## config.mk

```make
export PLATFORM = sky130hd
export DESIGN_NAME = uart_tx_ctrl
export DESIGN_NICKNAME = d
export VERILOG_FILES = /design/src/rtl/uart_pkg.sv /design/src/rtl/uart_sync_fifo.sv /design/src/rtl/uart_tx_ctrl.sv
export SDC_FILE = /design/constraint.sdc
export NUM_CORES = 1
export LEC_CHECK = 0
export ABC_CLOCK_PERIOD_IN_PS = 6900
export BUFFER_PORTS_ARGS = -buffer_cell sky130_fd_sc_hd__buf_2
export CORE_MARGIN = 5
export CORE_UTILIZATION = 35
export CTS_CLUSTER_SIZE = 10
export DETAILED_ROUTE_END_ITERATION = 8
export SLEW_MARGIN = 20
export SYNTH_ARGS = -nofsm -noshare
export SYNTH_HDL_FRONTEND = slang
export SYNTH_SLANG_ARGS = --single-unit
```

## constraint.sdc

```tcl
create_clock -name i_clk -period 6.9 [get_ports i_clk]
set_input_delay 0.69 -clock i_clk [delete_from_list [all_inputs] [get_ports i_clk]]
set_output_delay 0.69 -clock i_clk [all_outputs]
set_load 0.01 [all_outputs]
```

## src/rtl/uart_pkg.sv

```systemverilog
// Shared UART constants and register-field types used by the TX and RX controllers.
package uart_pkg;

   localparam int unsigned UART_DIV_W    = 16;
   localparam int unsigned TX_FIFO_DEPTH = 16;

   // FCR fields; trig only matters on the receive side.
   typedef struct packed {
      logic       fifo_en;
      logic       rx_clr;
      logic       tx_clr;
      logic [1:0] trig;
   } fcr_t;

   function automatic int unsigned fifo_lvl_w(input int unsigned depth);
      return $clog2(depth) + 1;
   endfunction

endpackage

```

## src/rtl/uart_sync_fifo.sv

```systemverilog
// Synchronous FIFO with flush, occupancy count and a combinational head output
// that reads as zero while empty.
module uart_sync_fifo
   import uart_pkg::*;
#(
   parameter int unsigned WIDTH = 8,
   parameter int unsigned DEPTH = 16
) (
   input  logic                   i_clk,
   input  logic                   i_rst,
   input  logic                   i_clr,
   input  logic                   i_wr,
   input  logic [WIDTH-1:0]       i_wdata,
   input  logic                   i_rd,
   output logic [WIDTH-1:0]       o_rdata,
   output logic [$clog2(DEPTH):0] o_level,
   output logic                   o_empty,
   output logic                   o_full
);

   localparam int unsigned PTR_W = $clog2(DEPTH);
   localparam int unsigned LVL_W = fifo_lvl_w(DEPTH);

   logic [WIDTH-1:0] r_mem [DEPTH];
   logic [PTR_W-1:0] r_wr_ptr;
   logic [PTR_W-1:0] r_rd_ptr;
   logic [LVL_W-1:0] r_level;

   logic w_wr_ok;
   logic w_rd_ok;

   assign o_empty = (r_level == '0);
   assign o_full  = (r_level == LVL_W'(DEPTH));
   assign o_level = r_level;

   // A read frees a slot in the same cycle, so a write into a full FIFO is accepted alongside it.
   assign w_rd_ok = i_rd & ~i_clr & ~o_empty;
   assign w_wr_ok = i_wr & ~i_clr & (~o_full | w_rd_ok);

   assign o_rdata = o_empty ? '0 : r_mem[r_rd_ptr];

   always_ff @(posedge i_clk) begin
      if (i_rst || i_clr) begin
         r_wr_ptr <= '0;
         r_rd_ptr <= '0;
         r_level  <= '0;
      end else begin
         if (w_wr_ok) r_wr_ptr <= r_wr_ptr + PTR_W'(1);
         if (w_rd_ok) r_rd_ptr <= r_rd_ptr + PTR_W'(1);
         case ({w_wr_ok, w_rd_ok})
            2'b10:   r_level <= r_level + LVL_W'(1);
            2'b01:   r_level <= r_level - LVL_W'(1);
            default: r_level <= r_level;
         endcase
      end
   end

   always_ff @(posedge i_clk) begin
      if (w_wr_ok) r_mem[r_wr_ptr] <= i_wdata;
   end

endmodule

```

## src/rtl/uart_tx_ctrl.sv

```systemverilog
// UART transmit controller: holding FIFO, 16x baud-tick generator and THRE status/interrupt,
// feeding the transmit shift engine.
module uart_tx_ctrl
   import uart_pkg::*;
#(
   parameter int unsigned DEPTH = TX_FIFO_DEPTH,
   parameter int unsigned DIV_W = UART_DIV_W
) (
   input  logic                   i_clk,
   input  logic                   i_rst,
   input  logic                   i_wr_en,
   input  logic [7:0]             i_wr_data,
   input  logic                   i_fifo_en,
   input  logic                   i_fifo_clr,
   input  logic [DIV_W-1:0]       i_divisor,
   input  logic                   i_div_wr,
   input  logic                   i_ier_etbei,
   input  logic                   i_iir_rd,
   input  logic                   i_pop,
   input  logic                   i_sreg_empty,
   output logic                   o_baud_pulse,
   output logic                   o_thre,
   output logic [7:0]             o_din,
   output logic                   o_temt,
   output logic [$clog2(DEPTH):0] o_tx_level,
   output logic                   o_tx_ovf,
   input  logic                   i_clr_ovf,
   output logic                   o_thre_irq
);

   localparam int unsigned LVL_W = fifo_lvl_w(DEPTH);

   logic             r_fifo_en;
   logic             r_ier;
   logic             r_pend;
   logic             r_ovf;
   logic [DIV_W-1:0] r_cnt;
   logic             r_baud;

   logic [LVL_W-1:0] w_level;
   logic             w_empty;
   logic             w_full;
   logic             w_at_cap;
   logic             w_flush;
   logic             w_pop_ok;
   logic             w_wr_ok;
   logic             w_drop;
   logic             w_pend_set;
   logic [DIV_W-1:0] w_cnt_d;
   logic             w_baud_d;

   // Changing the FIFO mode flushes exactly like an FCR clear.
   assign w_flush  = i_fifo_clr | (i_fifo_en != r_fifo_en);
   // In single-register mode the level never exceeds 1, so "not empty" means full.
   assign w_at_cap = i_fifo_en ? w_full : ~w_empty;
   assign w_pop_ok = i_pop & ~w_empty & ~w_flush;
   assign w_wr_ok  = i_wr_en & ~w_flush & (~w_at_cap | w_pop_ok);
   assign w_drop   = i_wr_en & ~w_flush & w_at_cap & ~w_pop_ok;

   uart_sync_fifo #(
      .WIDTH (8),
      .DEPTH (DEPTH)
   ) u_fifo (
      .i_clk   (i_clk),
      .i_rst   (i_rst),
      .i_clr   (w_flush),
      .i_wr    (w_wr_ok),
      .i_wdata (i_wr_data),
      .i_rd    (w_pop_ok),
      .o_rdata (o_din),
      .o_level (w_level),
      .o_empty (w_empty),
      .o_full  (w_full)
   );

   assign w_pend_set = w_flush
                     | (w_pop_ok & ~w_wr_ok & (w_level == LVL_W'(1)))
                     | (i_ier_etbei & ~r_ier & w_empty);

   always_comb begin
      w_cnt_d  = r_cnt;
      w_baud_d = 1'b0;
      if (i_div_wr) begin
         w_cnt_d = (i_divisor == '0) ? '0 : i_divisor - DIV_W'(1);
      end else if (i_divisor == '0) begin
         w_cnt_d = '0;
      end else if (r_cnt == '0) begin
         w_baud_d = 1'b1;
         w_cnt_d  = i_divisor - DIV_W'(1);
      end else begin
         w_cnt_d = r_cnt - DIV_W'(1);
      end
   end

   always_ff @(posedge i_clk) begin
      if (i_rst) begin
         r_fifo_en <= i_fifo_en;
         r_ier     <= 1'b0;
         r_pend    <= 1'b0;
         r_ovf     <= 1'b0;
         r_cnt     <= '0;
         r_baud    <= 1'b0;
      end else begin
         r_fifo_en <= i_fifo_en;
         r_ier     <= i_ier_etbei;
         r_cnt     <= w_cnt_d;
         r_baud    <= w_baud_d;
         if (w_pend_set) r_pend <= 1'b1;
         else if (w_wr_ok || i_iir_rd) r_pend <= 1'b0;
         if (w_drop) r_ovf <= 1'b1;
         else if (i_clr_ovf) r_ovf <= 1'b0;
      end
   end

   assign o_baud_pulse = r_baud;
   assign o_thre       = w_empty;
   assign o_temt       = w_empty & i_sreg_empty;
   assign o_tx_level   = w_level;
   assign o_tx_ovf     = r_ovf;
   assign o_thre_irq   = r_pend & i_ier_etbei;

endmodule
```

==> run metrics <==
HP Class in -> reg; WS Path Type reg -> out; Mapped Cells 463; synthesized net count 512; DP HPWL 10080 um; Pwr Total 2.095 mW; Clock Root Buffer clkbuf_16; slew margin rel. 0.2337; PostCTS Resize Cnt 0; slowest cell on the critical path o21ai_1; setup violators final 0; Initial DRC Count 295; Setup crit end kind primary output; CTS Hold Bufs 0; Worst Max-Slew Pin Slew 1148 ps; fin crit period 3360 ps; Critical Path RT 6210 ps; CTS tree built; Syn Std Cell Area 7157 um2; initial antenna violation count 0; via count 4038; post-synth top area share 0.5371; maxcap violations 0; Int Power 1.633 mW; First-pass DRT Iterations 4; TritonCTS buffer count 17; syn avg cell area 15.46 um2; met3 Resource Use GR 0.03053; Post CTS Setup Buffer Count 0; #FFs+latches synth 166; gpl congestion 0.7829; post-synthesis sequential area ratio 0.6434; Tcrit/Tclk final 0.4870; Synth Area in Compound Gates 0.03654; clock-pin slew on the worst setup and hold paths 60 ps; final worst setup slack 3540 ps; gr usage total 0.1275; type of origin of the critical path register; combinational fraction of design power 0.050; row count 52; CP Data Arrival Time 2670 ps; M1 GR Usage 0.1816; Post-Synth Adder-Cell Area 0.02448; commonest non-fill, non-tap cell in the layout edfxtp_1; main flop type after synthesis edfxtp_1; CP Cell Sequence inv_1 > ha_1 > or3b_1 > o21ai_1 > o22ai_1 > buf_2; dpl cells 767; Syn. warnings 0; Util after Layout 0.4087; GRT overflow 0; top post-synthesis cells by area edfxtp_1 54%, dfxtp_1 11%, mux4_2 10%; core area 20170 um2; layout cells sized above 1 0.2514; vias in the first global route 4098; final hold slack 426.3 ps; number of synthesized flops with an enable pin 128; Seq pwr share 0.526; Post-Place Worst Slack 3697 ps; post-route cell area 8243 um2; WL/cell 18.29 um; unrepaired setup endpoints after global routing no; Sink Count 166; status finished, final reports clean; final hold vios 0; final wirelength 14620 um; post-route antenna net violation count 0; Initial Util 0.3548; Most Used Layer, Global Route met2; crit-path max cell delay 670 ps; layout net count 565; first-pass GRT wire length 23070 um; distinct cell type count after synthesis 55; Max H-tree Level 4; DIE WIDTH 153.0 um; Sw Ratio 0.2206; asr flop ratio synth 0; clock power share 0.424; largest net degree at the start of global routing 33; Worst Path Max Fanout 8; Max IR drop VDD 130.1 uV; leakage power total 2.669 nW; DRC Markers 0; Vias per Instance 5.054; DIE HEIGHT 153.0 um; mux contribution to synthesized area 0.1273; Psw 462.0 uW; Synth Area in Simple Gates 0.1035; met2 usage 0.1911; Slew Limit Fails 0; largest area contributor in the netlist edfxtp_1; I/O pins 53; # fillers 1869; non-filler cells, final 799; worst skew pair latency 420 ps; Clock Path Buffers 2; clk_skew 9.058 ps; Synth Area in XOR/XNOR 0.04406; die area 23410 um2; n_diodes 0; Power Dens Cells 254.1 nW/um2; TNS Setup 0 ps; Area Growth Syn to Fin 15.17%; DP Area 7676 um2; largest family of logic cells by synthesized area multiplexers; IO Port Bufs 52; f_max 297.6 MHz; most frequent cells in the layout 128 x edfxtp_1, 52 x buf_2, 44 x nor2_1
## worst max-delay path: cells and delay by family, from the launching register on
family / cells / cell delay, ps
flip-flops: 1 / 360
adder cells (fa/ha/maj): 1 / 200
buffers and inverters: 2 / 340
AND/OR/NAND/NOR: 1 / 380
AO/OA/AOI/OAI: 2 / 960
## logic make-up (layout without fill, tap and decap cells)
family	after synthesis	after routing
and+or+nand+nor	126	126
AOI/OAI and AO/OA	38	38
buffers and inverters	32	98
muxes	51	51
xor gates and xnor gates	36	36
adders and majority gates	14	14
DFF	166	166
## final timing paths
check | startpoint | endpoint | slack, ps | cells past startpoint
setup / recovery | u_fifo.o_level[1] | o_din[1] | 3540 | 6
hold / removal | i_fifo_en | r_fifo_en | 430 | 1
setup reg to reg | u_fifo.o_level[1] | u_fifo.r_mem[1][1] | 4000 | 7
hold reg to reg | o_tx_ovf | o_tx_ovf | 520 | 2
## layer usage
layer / vias up / wire length (um)
met5: - / 0
met4: 0 / 228
met3: 13 / 784
met2: 131 / 6655
met1: 2002 / 6948
li1: 1892 / -
## cells in the mapped netlist (3+ instances only)
| library cell | n |
|---|---|
| a211oi_1 | 7 |
| a21oi_1 | 5 |
| buf_2 | 7 |
| clkbuf_1 | 8 |
| dfxtp_1 | 38 |
| edfxtp_1 | 128 |
| ha_1 | 14 |
| inv_1 | 11 |
| mux2i_1 | 19 |
| mux4_2 | 32 |
| nand2_1 | 13 |
| nand2b_1 | 3 |
| nand3_1 | 10 |
| nand4_1 | 4 |
| nand4b_1 | 3 |
| nor2_1 | 44 |
| nor2b_1 | 4 |
| nor3_1 | 11 |
| nor4_1 | 5 |
| nor4_4 | 3 |
| o22ai_1 | 15 |
| or4_1 | 4 |
| xnor2_1 | 13 |
| xor2_1 | 23 |
## flip-flops by register name, summed over array words and instances, names as in the netlist, named ones only
register and flops:
u_fifo.r_mem 128, r_cnt 16, u_fifo.o_level 5, u_fifo.r_rd_ptr 4, u_fifo.r_wr_ptr 4, o_baud_pulse 1
o_tx_ovf 1, r_fifo_en 1, r_ier 1, r_pend 1
## power groups by stage
| stage | logic [mW] | clock network [mW] | registers (mW) |
|---|---|---|---|
| global route | 0.117 | 0.954 | 1.10 |
| finish | 0.106 | 0.888 | 1.10 |
| floorplan | 0.0639 | 0 | 1.12 |
| global placement | 0.104 | 0 | 1.12 |
| detailed placement | 0.107 | 0 | 1.12 |
| CTS | 0.107 | 0.908 | 1.10 |
## cell type report
class	instances	area (um2)	area share
well taps	270	337.8	0.04098
inverters	11	41.29	0.005009
repair buffers	55	282.8	0.03430
flip-flops and latches	166	4606	0.5587
multi-input cells	265	2419	0.2934
clock buffers	20	436.7	0.05298
clock inverters	12	120.1	0.01457
(Power assumes the default switching activity.)
